## src/rtl/cpu_pkg.sv

```systemverilog
// Shared widths, opcode constants and ID/EX stall FSM encoding.
package cpu_pkg;

    localparam int DATA_WIDTH_DEF = 64;
    localparam int REG_ADDR_W_DEF = 5;
    localparam int OPCODE_W_DEF   = 5;
    localparam int IMM_W_DEF      = 16;
    localparam int CNT_W          = 16;

    typedef enum logic [4:0] {
        OP_NOP = 5'd0,
        OP_ADD = 5'd1,
        OP_SUB = 5'd2,
        OP_LD  = 5'd3,
        OP_ST  = 5'd4
    } opcode_e;

    typedef enum logic {
        ST_IDLE = 1'b0,
        ST_WAIT = 1'b1
    } state_e;

endpackage

```

## src/rtl/fwd_mux.sv

```systemverilog
// Operand select between register-file read data and the write-back result.
module fwd_mux #(
    parameter int DATA_WIDTH = 64
) (
    input  logic                  sel,
    input  logic [DATA_WIDTH-1:0] rf_data,
    input  logic [DATA_WIDTH-1:0] wb_data,
    output logic [DATA_WIDTH-1:0] data
);

    assign data = sel ? wb_data : rf_data;

endmodule

```

## src/rtl/id_ex_stage.sv

```systemverilog
// ID/EX pipeline register with load-use interlock (two bubbles) and WB forwarding.
// Optional bubble statistics counter enabled by defining ID_EX_STATS_EN.
module id_ex_stage
    import cpu_pkg::*;
#(
    parameter int DATA_WIDTH         = DATA_WIDTH_DEF,
    parameter int REG_ADDRESS_LENGTH = REG_ADDR_W_DEF,
    parameter int OPCODE_LENGTH      = OPCODE_W_DEF,
    parameter int IMM_WIDTH          = IMM_W_DEF
) (
    input  logic                          clk,
    input  logic                          rst_n,
    input  logic                          stall_in,
    input  logic                          flush,
    input  logic                          id_valid,
    input  logic [REG_ADDRESS_LENGTH-1:0] id_rA,
    input  logic [REG_ADDRESS_LENGTH-1:0] id_rB,
    input  logic [REG_ADDRESS_LENGTH-1:0] id_rD,
    input  logic [OPCODE_LENGTH-1:0]      id_opcode,
    input  logic [IMM_WIDTH-1:0]          id_imm,
    input  logic                          id_reg_wr,
    input  logic                          id_mem_rd,
    input  logic                          id_mem_wr,
    input  logic [DATA_WIDTH-1:0]         rf_rA_data,
    input  logic [DATA_WIDTH-1:0]         rf_rB_data,
    input  logic                          fwd_rA,
    input  logic                          fwd_rB,
    input  logic [DATA_WIDTH-1:0]         wb_data,
    output logic                          load_stall,
    output logic                          ex_valid,
    output logic                          ex_reg_wr,
    output logic                          ex_mem_rd,
    output logic                          ex_mem_wr,
    output logic [DATA_WIDTH-1:0]         ex_opA,
    output logic [DATA_WIDTH-1:0]         ex_opB,
    output logic [REG_ADDRESS_LENGTH-1:0] ex_rD,
    output logic [OPCODE_LENGTH-1:0]      ex_opcode,
    output logic [IMM_WIDTH-1:0]          ex_imm,
    output logic [CNT_W-1:0]              bubble_cnt
);

    state_e                state;
    logic                  hazard;
    logic                  bubble;
    logic                  capture;
    logic [DATA_WIDTH-1:0] op_a;
    logic [DATA_WIDTH-1:0] op_b;

    fwd_mux #(.DATA_WIDTH(DATA_WIDTH)) u_fwd_a (
        .sel     (fwd_rA),
        .rf_data (rf_rA_data),
        .wb_data (wb_data),
        .data    (op_a)
    );

    fwd_mux #(.DATA_WIDTH(DATA_WIDTH)) u_fwd_b (
        .sel     (fwd_rB),
        .rf_data (rf_rB_data),
        .wb_data (wb_data),
        .data    (op_b)
    );

    // A load in EX whose destination is read by ID; r0 is never a real dependency.
    assign hazard = id_valid & ex_valid & ex_mem_rd & (ex_rD != '0)
                  & ((id_rA == ex_rD) | (id_rB == ex_rD));

    assign load_stall = ((state == ST_IDLE) & hazard) | (state == ST_WAIT);

    // A bubble only enters EX when the pipeline actually advances.
    assign bubble  = load_stall & ~stall_in;
    assign capture = ~flush & ~bubble & ~stall_in;

    always_ff @(posedge clk or negedge rst_n) begin
        if (!rst_n) begin
            state <= ST_IDLE;
        end else begin
            case (state)
                ST_IDLE: if (hazard && !flush && !stall_in) state <= ST_WAIT;
                ST_WAIT: if (flush || !stall_in)            state <= ST_IDLE;
                default:                                    state <= ST_IDLE;
            endcase
        end
    end

    always_ff @(posedge clk or negedge rst_n) begin
        if (!rst_n) begin
            ex_valid  <= 1'b0;
            ex_reg_wr <= 1'b0;
            ex_mem_rd <= 1'b0;
            ex_mem_wr <= 1'b0;
            ex_rD     <= '0;
        end else if (flush || bubble) begin
            ex_valid  <= 1'b0;
            ex_reg_wr <= 1'b0;
            ex_mem_rd <= 1'b0;
            ex_mem_wr <= 1'b0;
            ex_rD     <= '0;
        end else if (!stall_in) begin
            ex_valid  <= id_valid;
            ex_reg_wr <= id_reg_wr;
            ex_mem_rd <= id_mem_rd;
            ex_mem_wr <= id_mem_wr;
            ex_rD     <= id_rD;
        end
    end

    // Data fields are don't-care in a squashed slot, so they simply hold.
    always_ff @(posedge clk or negedge rst_n) begin
        if (!rst_n) begin
            ex_opA    <= '0;
            ex_opB    <= '0;
            ex_opcode <= OPCODE_LENGTH'(OP_NOP);
            ex_imm    <= '0;
        end else if (capture) begin
            ex_opA    <= op_a;
            ex_opB    <= op_b;
            ex_opcode <= id_opcode;
            ex_imm    <= id_imm;
        end
    end

`ifdef ID_EX_STATS_EN
    function automatic logic [CNT_W-1:0] sat_inc(input logic [CNT_W-1:0] v);
        return (v == '1) ? v : v + 1'b1;
    endfunction

    logic [CNT_W-1:0] cnt;

    always_ff @(posedge clk or negedge rst_n) begin
        if (!rst_n) begin
            cnt <= '0;
        end else if (bubble && !flush) begin
            cnt <= sat_inc(cnt);
        end
    end

    assign bubble_cnt = cnt;
`else
    assign bubble_cnt = '0;
`endif

endmodule

```

## config.mk

```make
export PLATFORM = sky130hd
export DESIGN_NAME = id_ex_stage
export DESIGN_NICKNAME = d
export VERILOG_FILES = /design/src/rtl/cpu_pkg.sv /design/src/rtl/fwd_mux.sv /design/src/rtl/id_ex_stage.sv
export SDC_FILE = /design/constraint.sdc
export NUM_CORES = 1
export LEC_CHECK = 0
export ABC_AREA = 1
export BUFFER_PORTS_ARGS = -buffer_cell sky130_fd_sc_hd__buf_2
export CORE_ASPECT_RATIO = 0.5
export CORE_MARGIN = 8
export CORE_UTILIZATION = 41
export CTS_BUF_LIST = sky130_fd_sc_hd__clkbuf_8
export DETAILED_ROUTE_END_ITERATION = 6
export PLACE_DENSITY = 0.76
export SETUP_SLACK_MARGIN = 0.4
export SLEW_MARGIN = 20
export SYNTH_ARGS = -nofsm -noshare
export SYNTH_HDL_FRONTEND = slang
export SYNTH_SLANG_ARGS = --single-unit
```

## constraint.sdc

```tcl
create_clock -name clk -period 1.39 [get_ports clk]
set_input_delay 0.0695 -clock clk [delete_from_list [all_inputs] [get_ports clk]]
set_output_delay 0.0695 -clock clk [all_outputs]
set_load 0.03 [all_outputs]
```

# After elaboration in Yosys (flattened, before gate mapping)
# Cells that the tools add are included.
# classes
n_bitwise	14
n_eq_ne	3
reduce_logical	7
muxes	15
# op_table
operator	n
2-to-1 mux 64 bit	2
equality test 5 bit	2
2-to-1 mux 1 bit	10
2-to-1 mux 5 bit	2
AND 1 bit	8
nonzero test 5 bit	1
inverter 1 bit	4
logical AND 1 bit	2
logical NOT 1 bit	2
logical OR 1 bit	2
inequality test 2 x 1 -> 1 bit (second input constant)	1
OR 1 bit	2
one-hot mux 1 bit (2 select lines)	1
# totals
word_cells	49
register_bits	159
out_inout_bits	175
input_bits	238

# Depth between registers and ports, before layout
# Gate-level depths: netlist of the first run.
# depth
ltp_word	10
ltp_mapped	12
mapped_depth_nobuf	10

# Hierarchy
# From an unflattened synthesis of the first run, not the netlist that was laid out.
# unflattened
cells_unflattened	1172
area_unflattened_um2	8293.0
# modules_own_cells
mod	area_each_um2	n_inst	seq_area_each_um2	cells_per_inst
id_ex_stage	6603.8	1	3978.8	760
fwd_mux	844.6	2	0.0	206

# Worst setup path after synthesis of the first run
# No wires, ideal clock.
# synth_path
path_kind	register -> output
from	reg ex_rD[3]
to	out load_stall
required_time_ns	1.321
arrival_ns	1.607
setup_slack_ns	-0.286
path_buffers	2
stages_incl_launch_ff	11
cell_sequence	dfrtp_1 > inv_1 > nand2_1 > nand2_1 > nor2_1 > nand3_1 > nand2_1 > nand2_2 > buf_2 > buf_4 > nand2_1
# synth_between
elab_chain_len	5
word_cells_on_any_way	8
classes_between	eq/ne (2); bitwise (5); reduce/logical (1)
# synth_lines
item	line	source
from (decl)	id_ex_stage.sv:36	output logic [REG_ADDRESS_LENGTH-1:0] ex_rD,
from (signal assigned)	id_ex_stage.sv:103	ex_rD <= id_rD;
equality test 5 bit or nonzero test 5 bit (tied branches)	id_ex_stage.sv:65, id_ex_stage.sv:64	
OR 1 bit or AND 1 bit (tied branches)	id_ex_stage.sv:65, id_ex_stage.sv:64	
AND 1 bit (*)	id_ex_stage.sv:65	& ((id_rA == ex_rD) | (id_rB == ex_rD));
AND 1 bit (*)	id_ex_stage.sv:67	assign load_stall = ((state == ST_IDLE) & hazard) | (state == ST_WAIT);
OR 1 bit (*)	id_ex_stage.sv:67	
to (decl)	id_ex_stage.sv:29	output logic load_stall,
# Mark *: on every way between the ends. The rest lies on a longest branch, timed or not.

# Final worst setup path of the first run
# layout_path
from	reg ex_rD[0]
to	out load_stall
# Same word-level chain as after synthesis.

==> results of run 1 <==
-- final cells by class --
class / count / area, um2
diodes: 9 / 22.5
clock buffers: 20 / 275
clock inverters: 12 / 141
repair buffers: 640 / 4810
flip-flops and latches: 159 / 3990
inverters: 15 / 56.3
multi-input cells: 663 / 3720
well taps: 266 / 333
fillers: 1424 / 6070
-- timing repair --
item,in CTS,in global routing
buffers inserted,4,3
hold buffers,193,0
resized for setup,35,26
endpoints found under the setup margin,318,318
hold endpoints to repair,301,0
gates cloned,2,6
pin swaps,6,9
-- power breakdown --
group,internal [mW],switching (mW),total [mW]
clock,1.90,1.76,3.65
combinational,1.78,2.85,4.63
sequential,5.23,0.361,5.59
total,8.91,4.97,13.9
-- cell usage after synthesis --
cell,number
sky130_fd_sc_hd__clkbuf_1,18
sky130_fd_sc_hd__buf_1,12
sky130_fd_sc_hd__buf_2,20
sky130_fd_sc_hd__clkbuf_4,3
sky130_fd_sc_hd__dfrtp_1,159
sky130_fd_sc_hd__inv_1,12
sky130_fd_sc_hd__inv_2,3
sky130_fd_sc_hd__nor3_4,1
sky130_fd_sc_hd__mux2_2,128
sky130_fd_sc_hd__xnor2_1,2
sky130_fd_sc_hd__nand3_1,161
sky130_fd_sc_hd__buf_6,1
sky130_fd_sc_hd__nand2_2,2
sky130_fd_sc_hd__conb_1,1
sky130_fd_sc_hd__buf_4,26
sky130_fd_sc_hd__nand2_1,340
sky130_fd_sc_hd__nand4_1,2
sky130_fd_sc_hd__nor2_1,10
-- per-stage QoR --
stage | util, % | instances | area [um2]
final | 68.7 | 1784 | 13300
after global routing | 68.7 | 1779 | 13300
after CTS | 67.6 | 1766 | 13100
after detailed placement | 54.3 | 1535 | 10500
after global placement | 54.3 | 1535 | 10500
after floorplan | - | 916 | 8180
-- cell families after synthesis --
group / count (synthesis) / share of synthesized area (%)
and+or+nand+nor: 516 / 26.7
DFF: 159 / 49.1
muxes: 128 / 17.8
buffers and inverters: 95 / 6.15
xor gates and xnor gates: 2 / 0.216
other: 1 / 0.0463
-- state kept, by name, indices dropped and copies added, names as in the netlist, 5 cells and up --
name and count:
ex_opB 64, ex_opcode 5, ex_rD 5, ex_imm 16, ex_opA 64
-- layer usage --
layer  vias up  global-route usage [%]
li1       4124                       -
met1      4398                    28.6
met2       602                    50.4
met3       231                    6.25
met4         2                    22.6
met5         -                       0
-- how the worst min path moves through the flow --
stage                        start    endpoint  slack (ps)  cells past startpoint
floorplan                    rst_n   ex_imm[0]        -230                      0
global placement             rst_n  ex_opA[51]         -20                      1
detailed placement           rst_n  ex_opA[51]         -30                      1
CTS                    wb_data[19]  ex_opA[19]           1                      4
global route        rf_rB_data[61]  ex_opB[61]          30                      4
finish              rf_rA_data[60]  ex_opA[60]          30                      4
-- worst min-delay path, stage by stage --
cell and delay (ps):
sky130_fd_sc_hd__buf_2 70, sky130_fd_sc_hd__mux2_2 150, sky130_fd_sc_hd__nand3_1 90, sky130_fd_sc_hd__nand2_1 70
==> impl_results.html, run 1 <==
<table>
<tr><th>Metric</th><th>Value</th></tr>
<tr><th colspan="2">Route</th></tr>
<tr><td>Total detailed-routing wirelength</td><td>37.0 mm</td></tr>
<tr><td>Via count</td><td>9357</td></tr>
<tr><td>Top layer reached by signal wires</td><td>met5</td></tr>
<tr><td>DRC violation count after routing</td><td>0</td></tr>
<tr><td>Starting DRT DRC Count</td><td>812</td></tr>
<tr><td>First-pass iteration count of the detailed router</td><td>5</td></tr>
<tr><td>Met3 layer wire length in the routed design</td><td>2.59 mm</td></tr>
<tr><td>Post-route antenna net violation count</td><td>0</td></tr>
<tr><td>Met2 wire len</td><td>19.1 mm</td></tr>
<tr><td>Post-Route M1 WL</td><td>12.6 mm</td></tr>
<tr><td>Vias per std cell</td><td>5.24</td></tr>
<tr><td>Detailed-route wire length per cell</td><td>20.7 um</td></tr>
<tr><th colspan="2">Clocking</th></tr>
<tr><td>Root buffer cell</td><td>sky130_fd_sc_hd__clkbuf_8</td></tr>
<tr><td>Clock-pin slew reported for the worst setup and hold paths after clock tree synthesis</td><td>80 ps</td></tr>
<tr><td>Insertion delay to the later sink of the worst-skew pair</td><td>460 ps</td></tr>
<tr><td>Clock tree from TritonCTS</td><td>done</td></tr>
<tr><td>Deepest clock path buffer count</td><td>2</td></tr>
<tr><td>Sink count of the clock tree</td><td>159</td></tr>
<tr><td>Number of CTS-inserted buffers</td><td>17</td></tr>
<tr><td>H-tree depth</td><td>4</td></tr>
<tr><th colspan="2">Setup path</th></tr>
<tr><td>Kind of end point of the critical path</td><td>output port</td></tr>
<tr><td>Arrival time of the worst setup path</td><td>1700 ps</td></tr>
<tr><td>Cell type group with the largest total delay on the critical path</td><td>simple AND/OR/NAND/NOR gates</td></tr>
<tr><td>Critical register-to-register path endpoint</td><td>ex_opB[15]</td></tr>
<tr><td>Worst flop-to-flop path startpoint</td><td>ex_rD[0]</td></tr>
<tr><td>Cells on worst reg2reg path</td><td>12</td></tr>
<tr><td>R2r setup slk</td><td>-360 ps</td></tr>
<tr><td>Cell count along the critical path</td><td>9</td></tr>
<tr><td>Destination of the critical timing path</td><td>load_stall</td></tr>
<tr><td>Launching instance or port of the critical path</td><td>ex_rD[0]</td></tr>
<tr><td>Worst-path cell chain</td><td>nor2_2, nor2_1, nor2_1, nand3_1, nand2_2, nand2_4, buf_12, nand2_4, buf_6</td></tr>
<tr><td>Sum of buffers and inverters on the critical path</td><td>2</td></tr>
<tr><td>Startpoint type of the worst setup path</td><td>register</td></tr>
<tr><td>Worst Path Class, Setup</td><td>reg -&gt; out</td></tr>
<tr><td>Slowest-stage cell, CP</td><td>sky130_fd_sc_hd__dfrtp_2</td></tr>
<tr><td>Crit path largest cell delay</td><td>450 ps</td></tr>
<tr><td>Crit path required time</td><td>1320 ps</td></tr>
<tr><td>Peak fanout along the critical path</td><td>7</td></tr>
<tr><th colspan="2">Global routing</th></tr>
<tr><td>Antenna violations before repair</td><td>5</td></tr>
<tr><td>Overall Global Routing Usage</td><td>28.1%</td></tr>
<tr><td>Final global-route overflow total</td><td>0</td></tr>
<tr><td>Number of global-route vias before repair</td><td>10000</td></tr>
<tr><td>Largest net degree at the start of global routing</td><td>58</td></tr>
<tr><td>Global-route wire length before repair</td><td>54.3 mm</td></tr>
<tr><th colspan="2">Hold path</th></tr>
<tr><td>Type of the tightest min-delay check</td><td>in -&gt; reg</td></tr>
<tr><th colspan="2">Yosys</th></tr>
<tr><td>Portion of the post-synthesis area used by sequential elements</td><td>49.1%</td></tr>
<tr><td>Post-synthesis instance area</td><td>8100 um2</td></tr>
<tr><td>Syn Area/Cell</td><td>8.99 um2</td></tr>
<tr><td>Flops &amp; latches, synth</td><td>159</td></tr>
<tr><td>Area fraction of the dominant cell type after synthesis</td><td>49.1%</td></tr>
<tr><td>Count of cell types in the netlist</td><td>18</td></tr>
<tr><td>Area leader, netlist</td><td>sky130_fd_sc_hd__dfrtp_1</td></tr>
<tr><td>Instance count of the mapped netlist</td><td>901</td></tr>
<tr><td>Top area cells in the synthesized netlist</td><td>sky130_fd_sc_hd__dfrtp_1, sky130_fd_sc_hd__mux2_2, sky130_fd_sc_hd__nand2_1</td></tr>
<tr><td>Ys Warns</td><td>0</td></tr>
<tr><th colspan="2">Die</th></tr>
<tr><td>Number of placement rows</td><td>36</td></tr>
<tr><td>Die outline area</td><td>24800 um2</td></tr>
<tr><td>Initial core utilization</td><td>41.7%</td></tr>
<tr><td>Die outline height</td><td>115 um</td></tr>
<tr><td>Die W</td><td>215 um</td></tr>
<tr><td>Area of the core</td><td>19400 um2</td></tr>
<tr><td>Number of top-level pins</td><td>413</td></tr>
<tr><th colspan="2">Outcome</th></tr>
<tr><td>Result of the run</td><td>complete, but fails checks</td></tr>
<tr><td>Failing checks</td><td>negative setup slack</td></tr>
<tr><th colspan="2">Power</th></tr>
<tr><td>Maximum resistive drop on vdd</td><td>0.612 mV</td></tr>
<tr><td>Power consumption</td><td>13.9 mW</td></tr>
<tr><td>Lkg Pwr</td><td>7.16 nW</td></tr>
<tr><td>Pwr Density</td><td>1040 nW/um2</td></tr>
<tr><th colspan="2">Layout</th></tr>
<tr><td>Post-synthesis to final-layout area growth</td><td>64.8%</td></tr>
<tr><td>Commonest cells after routing, fill and taps aside</td><td>sky130_fd_sc_hd__buf_2, sky130_fd_sc_hd__nand2_1, sky130_fd_sc_hd__dlygate4sd3_1</td></tr>
<tr><td>Leading cell type in the layout, fill and taps excluded</td><td>sky130_fd_sc_hd__buf_2</td></tr>
<tr><td>Number of nets in the layout</td><td>1734</td></tr>
<tr><td>Layout cells sized above 1</td><td>41.2%</td></tr>
<tr><th colspan="2">Placement</th></tr>
<tr><td>Post-placement setup slack</td><td>-300 ps</td></tr>
<tr><td>Last weighted congestion value of the routability-driven placer</td><td>0.949</td></tr>
<tr><td>DPL Wire Length</td><td>23.0 mm</td></tr>
<tr><td>Count of input and output buffers</td><td>396</td></tr>
<tr><th colspan="2">Timing</th></tr>
<tr><td>Final setup TNS</td><td>-46960 ps</td></tr>
<tr><td>Setup repair after global routing missed its margin</td><td>yes</td></tr>
<tr><td>Number of setup violations in the final report</td><td>159</td></tr>
<tr><td>Part of the cycle the worst path needs</td><td>127%</td></tr>
<tr><td>Max frequency</td><td>565 MHz</td></tr>
<tr><td>Final number of max-transition violations</td><td>0</td></tr>
<tr><td>Minimum hold slack</td><td>30.6 ps</td></tr>
<tr><td>Post-layout minimum cycle time</td><td>1770 ps</td></tr>
<tr><td>Worst path setup slack after routing</td><td>-380 ps</td></tr>
<tr><td>Worst Clk Skew</td><td>16.7 ps</td></tr>
<tr><td>Number of failing hold endpoints at the final stage</td><td>0</td></tr>
<tr><th colspan="2">Run</th></tr>
<tr><td>Total of max-cap violations</td><td>0</td></tr>
</table>
Note: power is estimated with default switching activity, not from simulation.
==> run 2: changes to the inputs <==
--- a/config.mk
+++ b/config.mk
@@ -14,7 +14,8 @@
 export DETAILED_ROUTE_END_ITERATION = 6
 export PLACE_DENSITY = 0.76
 export SETUP_SLACK_MARGIN = 0.4
-export SLEW_MARGIN = 20
+export SLEW_MARGIN = 30
 export SYNTH_ARGS = -nofsm -noshare
 export SYNTH_HDL_FRONTEND = slang
+export SYNTH_HIERARCHICAL = 1
 export SYNTH_SLANG_ARGS = --single-unit
==> constraint.sdc (replaced) <==
create_clock -name clk -period 1.39 [get_ports clk]
set_input_delay 0.139 -clock clk [delete_from_list [all_inputs] [get_ports clk]]
set_output_delay 0.139 -clock clk [all_outputs]
set_load 0.03 [all_outputs]
==> run 2 against run 1 <==
The run still ends with negative setup slack left. Hold slack lost 5.6 ps. Cell count is 8.7% higher. Total power decreased by 2.6%. Non-clock buffer count down 99. Utilization down 6.0 points. Via count grew 4.9%. First-iteration DRC count is 41% higher. Global-route usage is 2.2 points lower. Clock skew about the same. Clock power up 1%. Synthesized cell count grew 30%. Critical path type unchanged. Largest cell class is now sequential cells. Highest routed layer is now met4.
==> impl_results.html, run 2 <==
<table>
<tr><th>Metric</th><th>Value</th></tr>
<tr><th colspan="2">Clocking</th></tr>
<tr><td>Sink count of the clock tree</td><td>159 (unchanged)</td></tr>
<tr><td>Deepest clock path buffer count</td><td>2 (unchanged)</td></tr>
<tr><td>Number of CTS-inserted buffers</td><td>17 (unchanged)</td></tr>
<tr><td>Clock-pin slew reported for the worst setup and hold paths after clock tree synthesis</td><td>90 ps (about the same)</td></tr>
<tr><td>Root buffer cell</td><td>sky130_fd_sc_hd__clkbuf_8</td></tr>
<tr><td>H-tree depth</td><td>4 (unchanged)</td></tr>
<tr><td>Insertion delay to the later sink of the worst-skew pair</td><td>460 ps (about the same)</td></tr>
<tr><td>Clock tree from TritonCTS</td><td>done</td></tr>
<tr><th colspan="2">Route</th></tr>
<tr><td>Top layer reached by signal wires</td><td>met4</td></tr>
<tr><td>Total detailed-routing wirelength</td><td>35.1 mm (-5.0%)</td></tr>
<tr><td>Detailed-route wire length per cell</td><td>18.1 um (-13%)</td></tr>
<tr><td>Via count</td><td>9811 (+4.9%)</td></tr>
<tr><td>Met2 wire len</td><td>17.5 mm (-8.7%)</td></tr>
<tr><td>Post-Route M1 WL</td><td>13.1 mm (+4.1%)</td></tr>
<tr><td>First-pass iteration count of the detailed router</td><td>6 (+1)</td></tr>
<tr><td>DRC violation count after routing</td><td>0 (unchanged)</td></tr>
<tr><td>Met3 layer wire length in the routed design</td><td>2.58 mm (-0.39%)</td></tr>
<tr><td>Starting DRT DRC Count</td><td>1144 (+41%)</td></tr>
<tr><td>Post-route antenna net violation count</td><td>0 (unchanged)</td></tr>
<tr><td>Vias per std cell</td><td>5.06 (-3.5%)</td></tr>
<tr><th colspan="2">Power</th></tr>
<tr><td>Pwr Density</td><td>1100 nW/um2 (+5.6%)</td></tr>
<tr><td>Lkg Pwr</td><td>7.41 nW (+3.4%)</td></tr>
<tr><td>Maximum resistive drop on vdd</td><td>0.626 mV (+2.3%)</td></tr>
<tr><th colspan="2">Timing</th></tr>
<tr><td>Worst Clk Skew</td><td>16.7 ps (+0.0279 ps)</td></tr>
<tr><td>Max frequency</td><td>540 MHz (-4.5%)</td></tr>
<tr><td>Post-layout minimum cycle time</td><td>1850 ps (+83.2 ps)</td></tr>
<tr><td>Setup repair after global routing missed its margin</td><td>yes</td></tr>
<tr><td>Minimum hold slack</td><td>25.0 ps (-5.58 ps)</td></tr>
<tr><td>Final setup TNS</td><td>-53510 ps (-6540 ps)</td></tr>
<tr><td>Worst path setup slack after routing</td><td>-463 ps (-83.2 ps)</td></tr>
<tr><td>Final number of max-transition violations</td><td>0 (unchanged)</td></tr>
<tr><td>Part of the cycle the worst path needs</td><td>133% (+6.0 points)</td></tr>
<tr><td>Number of failing hold endpoints at the final stage</td><td>0 (unchanged)</td></tr>
<tr><td>Number of setup violations in the final report</td><td>159 (unchanged)</td></tr>
<tr><th colspan="2">Layout</th></tr>
<tr><td>Post-synthesis to final-layout area growth</td><td>48.5%</td></tr>
<tr><td>Layout cells sized above 1</td><td>30.0% (-11 points)</td></tr>
<tr><td>Commonest cells after routing, fill and taps aside</td><td>sky130_fd_sc_hd__nand2_1, sky130_fd_sc_hd__buf_2, sky130_fd_sc_hd__nand3_1</td></tr>
<tr><td>Final standard cell count with taps included and fillers excluded</td><td>1939 (+8.7%)</td></tr>
<tr><td>Leading cell type in the layout, fill and taps excluded</td><td>sky130_fd_sc_hd__nand2_1</td></tr>
<tr><td>Number of nets in the layout</td><td>1894 (+9.2%)</td></tr>
<tr><td>Registers with the most flip-flops</td><td>ex_opA x64, ex_opB x64, ex_imm x16</td></tr>
<tr><th colspan="2">Setup path</th></tr>
<tr><td>Kind of end point of the critical path</td><td>output port</td></tr>
<tr><td>Crit path required time</td><td>1250 ps (-70 ps)</td></tr>
<tr><td>Critical register-to-register path endpoint</td><td>ex_opA[22]</td></tr>
<tr><td>Arrival time of the worst setup path</td><td>1710 ps (about the same)</td></tr>
<tr><td>Worst Path Class, Setup</td><td>reg -&gt; out</td></tr>
<tr><td>Cells on worst reg2reg path</td><td>11 (-1)</td></tr>
<tr><td>Startpoint type of the worst setup path</td><td>register</td></tr>
<tr><td>Peak fanout along the critical path</td><td>4 (-3)</td></tr>
<tr><td>Worst flop-to-flop path startpoint</td><td>ex_rD[3]</td></tr>
<tr><td>Launching instance or port of the critical path</td><td>ex_rD[3]</td></tr>
<tr><td>R2r setup slk</td><td>-440 ps (-80 ps)</td></tr>
<tr><td>Destination of the critical timing path</td><td>load_stall</td></tr>
<tr><th colspan="2">Yosys</th></tr>
<tr><td>Flops &amp; latches, synth</td><td>159 (unchanged)</td></tr>
<tr><td>Count of cell types in the netlist</td><td>16 (-2)</td></tr>
<tr><td>Post-synthesis instance area</td><td>8290 um2 (+2.4%)</td></tr>
<tr><td>Area fraction of the dominant cell type after synthesis</td><td>48.0% (-1.1 points)</td></tr>
<tr><td>Area leader, netlist</td><td>sky130_fd_sc_hd__dfrtp_1</td></tr>
<tr><td>Top cells by count, synth</td><td>sky130_fd_sc_hd__nand2_1, sky130_fd_sc_hd__nand3_1, sky130_fd_sc_hd__dfrtp_1, sky130_fd_sc_hd__buf_4, sky130_fd_sc_hd__buf_2</td></tr>
<tr><td>Syn Area/Cell</td><td>7.08 um2 (-21%)</td></tr>
<tr><td>Ys Warns</td><td>6 (+6)</td></tr>
<tr><td>Dominant synthesized flop cell</td><td>sky130_fd_sc_hd__dfrtp_1</td></tr>
<tr><td>Number of enable flip-flop cells after synthesis</td><td>0 (unchanged)</td></tr>
<tr><td>Instance count of the mapped netlist</td><td>1172 (+30%)</td></tr>
<tr><td>Top area cells in the synthesized netlist</td><td>sky130_fd_sc_hd__dfrtp_1, sky130_fd_sc_hd__nand2_1, sky130_fd_sc_hd__nand3_1</td></tr>
<tr><td>Portion of the post-synthesis area used by sequential elements</td><td>48.0% (-1.1 points)</td></tr>
<tr><td>FFs w/ async S/R, synth</td><td>100% (unchanged)</td></tr>
<tr><td>Top-count cell post-synth</td><td>sky130_fd_sc_hd__nand2_1</td></tr>
<tr><th colspan="2">Die</th></tr>
<tr><td>Die outline area</td><td>25300 um2 (+2.1%)</td></tr>
<tr><td>Die outline height</td><td>117 um (+1.0%)</td></tr>
<tr><td>Initial core utilization</td><td>42.2% (+0.50 points)</td></tr>
<tr><td>Number of placement rows</td><td>36 (unchanged)</td></tr>
<tr><td>Die W</td><td>217 um (+1.1%)</td></tr>
<tr><td>Number of top-level pins</td><td>413 (unchanged)</td></tr>
<tr><td>Area of the core</td><td>19600 um2 (+1.2%)</td></tr>
<tr><th colspan="2">Global routing</th></tr>
<tr><td>Final global-route overflow total</td><td>0 (unchanged)</td></tr>
<tr><td>Antenna violations before repair</td><td>2 (-3)</td></tr>
<tr><td>Largest net degree at the start of global routing</td><td>65 (+12%)</td></tr>
<tr><td>Global-route wire length before repair</td><td>52.0 mm (-4.2%)</td></tr>
<tr><td>Overall Global Routing Usage</td><td>25.8% (-2.2 points)</td></tr>
<tr><td>Number of global-route vias before repair</td><td>9719 (-3.2%)</td></tr>
<tr><th colspan="2">Outcome</th></tr>
<tr><td>Failing checks</td><td>negative setup slack</td></tr>
<tr><td>Result of the run</td><td>complete, but fails checks</td></tr>
<tr><th colspan="2">Placement</th></tr>
<tr><td>Last weighted congestion value of the routability-driven placer</td><td>0.963 (+1.5%)</td></tr>
<tr><td>DPL Wire Length</td><td>24.0 mm (+4.2%)</td></tr>
<tr><td>Count of input and output buffers</td><td>396 (unchanged)</td></tr>
<tr><td>Cell Count Post-Placement</td><td>1800 (+17%)</td></tr>
<tr><th colspan="2">Run</th></tr>
<tr><td>Total of max-cap violations</td><td>0 (unchanged)</td></tr>
<tr><th colspan="2">Hold path</th></tr>
<tr><td>Type of the tightest min-delay check</td><td>in -&gt; reg</td></tr>
</table>
[run 2: cells by family (layout without fill, tap and decap cells)]
logic type / count (synthesis) / in the layout / synth area share [%]
flip-flops: 159 / 159 / 48.0
buffers and inverters: 110 / 591 / 8.33
other: 1 / 20 / 0.0452
AND/OR/NAND/NOR: 900 / 901 / 43.4
XOR/XNOR: 2 / 2 / 0.211
[run 2: final cells by class]
type,count,area (um2)
Inverter,18,67.6
Fill cell,1755,7320
Antenna cell,4,10.0
Sequential cell,159,3990
Multi-Input combinational cell,919,3730
Tap cell,266,333
Clock inverter,12,143
Timing Repair Buffer,541,3770
Clock buffer,20,275
[run 2: worst min path at each step]
| stage | start | to | slack, ps | depth (start not counted) |
|---|---|---|---|---|
| after floorplan | rst_n | ex_imm[0] | -160 | 0 |
| after global placement | rst_n | ex_reg_wr | 80 | 1 |
| after detailed placement | rst_n | ex_mem_wr | 80 | 1 |
| after CTS | rf_rB_data[18] | ex_opB[18] | 0.3 | 5 |
| after global routing | rf_rB_data[7] | ex_opB[7] | 10 | 5 |
| final | rf_rB_data[7] | ex_opB[7] | 20 | 5 |
[run 2: through the flow]
step                util (%)  setup WS [ps]  cell area, um2  total power, mW
floorplan                  -           -142            8380             8.00
global placement        54.0           -232           10600             9.46
CTS                     62.0           -454           12200             13.5
global route            62.7           -557           12300             14.1
finish                  62.7           -463           12300             13.5
detailed placement      54.0           -243           10600             9.54
[run 2: critical path, cell delays in order (launching register included)]
cell	delay (ps)
sky130_fd_sc_hd__dfrtp_2	460
sky130_fd_sc_hd__nand2_1	80
sky130_fd_sc_hd__nand2_1	50
sky130_fd_sc_hd__nor2_1	110
sky130_fd_sc_hd__nand3_1	100
sky130_fd_sc_hd__nand2_2	110
sky130_fd_sc_hd__nand2_4	60
sky130_fd_sc_hd__buf_12	120
sky130_fd_sc_hd__nand2_4	40
sky130_fd_sc_hd__buf_6	130
[run 2: metal layers]
layer / up-vias / GRT usage (%)
met1: 4508 / 30.4
met2: 585 / 44.9
met5: - / 0
met3: 149 / 4.45
li1: 4569 / -
met4: 0 / 14.7
[run 2: where the power goes]
group	internal, mW	leakage (nW)	switching (mW)
clock	1.90	0.209	1.79
sequential	5.22	1.99	0.356
combinational	1.42	5.21	2.83
total	8.54	7.41	4.98
[run 2: repair_timing]
| action | in CTS | in global routing |
|---|---|---|
| pin swaps | 6 | 2 |
| setup endpoints to repair | 318 | 318 |
| cloned | 4 | 5 |
| gates resized for setup | 25 | 28 |
| endpoints found under the hold margin | 244 | 0 |
| hold buffers | 90 | 0 |
| setup buffers | 4 | 0 |
==> run 3: changes to the inputs <==
--- a/config.mk
+++ b/config.mk
@@ -12,7 +12,7 @@
 export CORE_UTILIZATION = 41
 export CTS_BUF_LIST = sky130_fd_sc_hd__clkbuf_8
 export DETAILED_ROUTE_END_ITERATION = 6
-export PLACE_DENSITY = 0.76
+export PLACE_DENSITY = 0.83
 export SETUP_SLACK_MARGIN = 0.4
 export SLEW_MARGIN = 30
 export SYNTH_ARGS = -nofsm -noshare
==> run 3 against run 2 <==
The run still ends with negative setup slack left. Clock power decreased by 5%. Combinational power rose by 14%. Clock skew is 6.2 ps higher. Wire length rose by 13%. Hold slack worse by 2.0 ps.
==> impl_results.html, run 3 (synthesis results as in run 2) <==
<table>
<tr><th>Metric</th><th>Value</th></tr>
<tr><th colspan="2">Outcome</th></tr>
<tr><td>Result of the run</td><td>complete, but fails checks</td></tr>
<tr><td>Failing checks</td><td>negative setup slack</td></tr>
<tr><th colspan="2">Route</th></tr>
<tr><td>Starting DRT DRC Count</td><td>1394 (+22%)</td></tr>
<tr><td>First-pass iteration count of the detailed router</td><td>7 (+1)</td></tr>
<tr><td>Via count</td><td>10600 (+8.5%)</td></tr>
<tr><td>Post-route antenna net violation count</td><td>0 (unchanged)</td></tr>
<tr><td>Total detailed-routing wirelength</td><td>39.7 mm (+13%)</td></tr>
<tr><td>Vias per std cell</td><td>5.30 (+4.7%)</td></tr>
<tr><td>DRC violation count after routing</td><td>0 (unchanged)</td></tr>
<tr><td>Detailed-route wire length per cell</td><td>19.8 um (+9.2%)</td></tr>
<tr><th colspan="2">Run</th></tr>
<tr><td>Total of max-cap violations</td><td>0 (unchanged)</td></tr>
<tr><th colspan="2">Layout</th></tr>
<tr><td>Filler cell count in the final layout</td><td>1552 (-12%)</td></tr>
<tr><td>Final standard cell count with taps included and fillers excluded</td><td>2009 (+3.6%)</td></tr>
<tr><td>Layout cells sized above 1</td><td>33.3% (+3.3 points)</td></tr>
<tr><td>Number of nets in the layout</td><td>1960 (+3.5%)</td></tr>
<tr><td>Sequential cell area</td><td>3990 um2 (unchanged)</td></tr>
<tr><td>Registers with the most flip-flops</td><td>ex_opA x64, ex_opB x64, ex_imm x16</td></tr>
<tr><td>Multi-input combinational cell area</td><td>3890 um2 (+4.3%)</td></tr>
<tr><td>Post-synthesis to final-layout area growth</td><td>64.4%</td></tr>
<tr><td>Commonest cells after routing, fill and taps aside</td><td>sky130_fd_sc_hd__nand2_1, sky130_fd_sc_hd__buf_2, sky130_fd_sc_hd__dfrtp_1</td></tr>
<tr><td>Leading cell type in the layout, fill and taps excluded</td><td>sky130_fd_sc_hd__nand2_1</td></tr>
<tr><th colspan="2">Die</th></tr>
<tr><td>Number of placement rows</td><td>36 (unchanged)</td></tr>
<tr><td>Area of the core</td><td>19600 um2 (unchanged)</td></tr>
<tr><td>Number of top-level pins</td><td>413 (unchanged)</td></tr>
<tr><td>Initial core utilization</td><td>42.2% (unchanged)</td></tr>
<tr><td>Die outline height</td><td>117 um (unchanged)</td></tr>
<tr><td>Die W</td><td>217 um (unchanged)</td></tr>
<tr><td>Die outline area</td><td>25300 um2 (unchanged)</td></tr>
<tr><th colspan="2">Global routing</th></tr>
<tr><td>Final global-route overflow total</td><td>0 (unchanged)</td></tr>
<tr><td>Number of global-route vias before repair</td><td>9564 (-1.6%)</td></tr>
<tr><td>Antenna violations before repair</td><td>4 (+2)</td></tr>
<tr><td>Largest net degree at the start of global routing</td><td>51 (-22%)</td></tr>
<tr><td>Global-route wire length before repair</td><td>52.3 mm (+0.60%)</td></tr>
<tr><td>Overall Global Routing Usage</td><td>26.3% (+0.45 points)</td></tr>
<tr><th colspan="2">Clocking</th></tr>
<tr><td>Root buffer cell</td><td>sky130_fd_sc_hd__clkbuf_8</td></tr>
<tr><td>Insertion delay to the later sink of the worst-skew pair</td><td>460 ps (about the same)</td></tr>
<tr><td>Deepest clock path buffer count</td><td>2 (unchanged)</td></tr>
<tr><td>H-tree depth</td><td>4 (unchanged)</td></tr>
<tr><td>Clock-pin slew reported for the worst setup and hold paths after clock tree synthesis</td><td>90 ps (about the same)</td></tr>
<tr><td>Sink count of the clock tree</td><td>159 (unchanged)</td></tr>
<tr><td>Clock tree from TritonCTS</td><td>done</td></tr>
<tr><td>Number of CTS-inserted buffers</td><td>17 (unchanged)</td></tr>
<tr><th colspan="2">Setup path</th></tr>
<tr><td>Kind of end point of the critical path</td><td>register</td></tr>
<tr><td>Worst Path Class, Setup</td><td>reg -&gt; reg</td></tr>
<tr><td>R2r setup slk</td><td>-480 ps (-40 ps)</td></tr>
<tr><td>Arrival time of the worst setup path</td><td>2270 ps (+560 ps)</td></tr>
<tr><td>Crit path required time</td><td>1790 ps (+540 ps)</td></tr>
<tr><td>Critical register-to-register path endpoint</td><td>ex_opB[11]</td></tr>
<tr><td>Startpoint type of the worst setup path</td><td>register</td></tr>
<tr><td>Peak fanout along the critical path</td><td>7 (+3)</td></tr>
<tr><td>Cells on worst reg2reg path</td><td>13 (+2)</td></tr>
<tr><td>Worst flop-to-flop path startpoint</td><td>ex_rD[1]</td></tr>
<tr><th colspan="2">Power</th></tr>
<tr><td>Maximum resistive drop on vdd</td><td>0.542 mV (-13%)</td></tr>
<tr><td>Pwr Density</td><td>1020 nW/um2 (-6.7%)</td></tr>
<tr><td>Lkg Pwr</td><td>7.99 nW (+7.8%)</td></tr>
<tr><td>Power consumption</td><td>14.0 mW (+3.3%)</td></tr>
<tr><th colspan="2">Hold path</th></tr>
<tr><td>Type of the tightest min-delay check</td><td>in -&gt; reg</td></tr>
<tr><td>Origin of the worst min-delay path</td><td>rf_rA_data[6]</td></tr>
<tr><td>Worst hold path cell count</td><td>5 (unchanged)</td></tr>
<tr><td>Hold path endpoint</td><td>ex_opA[6]</td></tr>
<tr><th colspan="2">Timing</th></tr>
<tr><td>Post-layout minimum cycle time</td><td>1870 ps (+17.4 ps)</td></tr>
<tr><td>Setup repair after global routing missed its margin</td><td>yes</td></tr>
<tr><td>Final setup TNS</td><td>-66260 ps (-12750 ps)</td></tr>
<tr><td>Part of the cycle the worst path needs</td><td>135% (+1.3 points)</td></tr>
<tr><td>Number of setup violations in the final report</td><td>159 (unchanged)</td></tr>
<tr><td>Worst Clk Skew</td><td>22.9 ps (+6.20 ps)</td></tr>
<tr><td>Max frequency</td><td>535 MHz (-0.93%)</td></tr>
<tr><td>Number of failing hold endpoints at the final stage</td><td>0 (unchanged)</td></tr>
<tr><td>Worst path setup slack after routing</td><td>-481 ps (-17.4 ps)</td></tr>
<tr><td>Final number of max-transition violations</td><td>0 (unchanged)</td></tr>
<tr><td>Minimum hold slack</td><td>23.0 ps (-2.03 ps)</td></tr>
<tr><th colspan="2">Placement</th></tr>
<tr><td>Post-placement setup slack</td><td>-241 ps (+2.16 ps)</td></tr>
<tr><td>DPL Wire Length</td><td>23.9 mm (-0.61%)</td></tr>
<tr><td>Cell Count Post-Placement</td><td>1802 (+0.11%)</td></tr>
<tr><td>Last weighted congestion value of the routability-driven placer</td><td>0.946 (-1.8%)</td></tr>
<tr><td>Count of input and output buffers</td><td>396 (unchanged)</td></tr>
</table>
run 3: worst max-delay path, stage by stage, from the launching register on:
cell and delay (ps):
sky130_fd_sc_hd__dfrtp_2 460, sky130_fd_sc_hd__nand2_1 80, sky130_fd_sc_hd__nand2_1 50, sky130_fd_sc_hd__nor2_1 110, sky130_fd_sc_hd__nand3_1 90, sky130_fd_sc_hd__nand2_2 100
sky130_fd_sc_hd__nand2_4 70, sky130_fd_sc_hd__buf_4 160, sky130_fd_sc_hd__buf_12 150, sky130_fd_sc_hd__buf_12 130, sky130_fd_sc_hd__nand2_8 110, sky130_fd_sc_hd__clkbuf_16 170
sky130_fd_sc_hd__nand2_1 60, sky130_fd_sc_hd__nand2_1 50
run 3: worst max-delay path by stage:
| stage | cells after the start | end | start | slack [ps] |
|---|---|---|---|---|
| after floorplan | 9 | load_stall | ex_rD[0] | -140 |
| after global placement | 10 | load_stall | ex_rD[0] | -230 |
| after detailed placement | 10 | load_stall | ex_rD[0] | -240 |
| after CTS | 9 | load_stall | ex_rD[0] | -470 |
| after global routing | 10 | load_stall | ex_rD[0] | -590 |
| final | 13 | ex_opB[11] | ex_rD[1] | -480 |
run 3: area by class of cell:
cell class                 count  share of cell area, %
sequential                   159                   29.2
inverter                      18                  0.496
clock buffer                  19                   1.92
multi-input combinational    922                   28.5
clock inverter                13                  0.954
antenna                        8                  0.147
timing repair buffer         604                   36.3
tap                          266                   2.44
run 3: what timing repair did:
action                                 4_1_cts  5_1_grt
pin swaps                                    3        3
setup endpoints to repair                  318      318
endpoints found under the hold margin      246        1
gates cloned                                 3       30
buffers inserted                             2       32
hold buffers                                99        1
resized for setup                           20      211
run 3: per-layer routing:
layer	up-vias	part of all wire [%]	GRT usage [%]
met4	2	6.1	14.8
li1	4713	-	-
met2	792	48	44.4
met1	4915	36	31.1
met3	220	9.2	6.08
met5	-	0.020	0
run 3: report_power, final:
group	leakage (nW)	total (mW)	internal [mW]	switching [mW]
Sequential	1.99	5.61	5.22	0.395
Combinational	5.80	4.84	1.85	2.99
Clock	0.197	3.51	1.55	1.96
run 3: through the flow:
step / instance area (um2) / utilization (%)
2_1_floorplan: 8380 / -
3_3_place_gp: 10600 / 54.1
3_5_place_dp: 10600 / 54.1
4_1_cts: 12200 / 62.1
5_1_grt: 13600 / 69.4
6_report: 13600 / 69.4
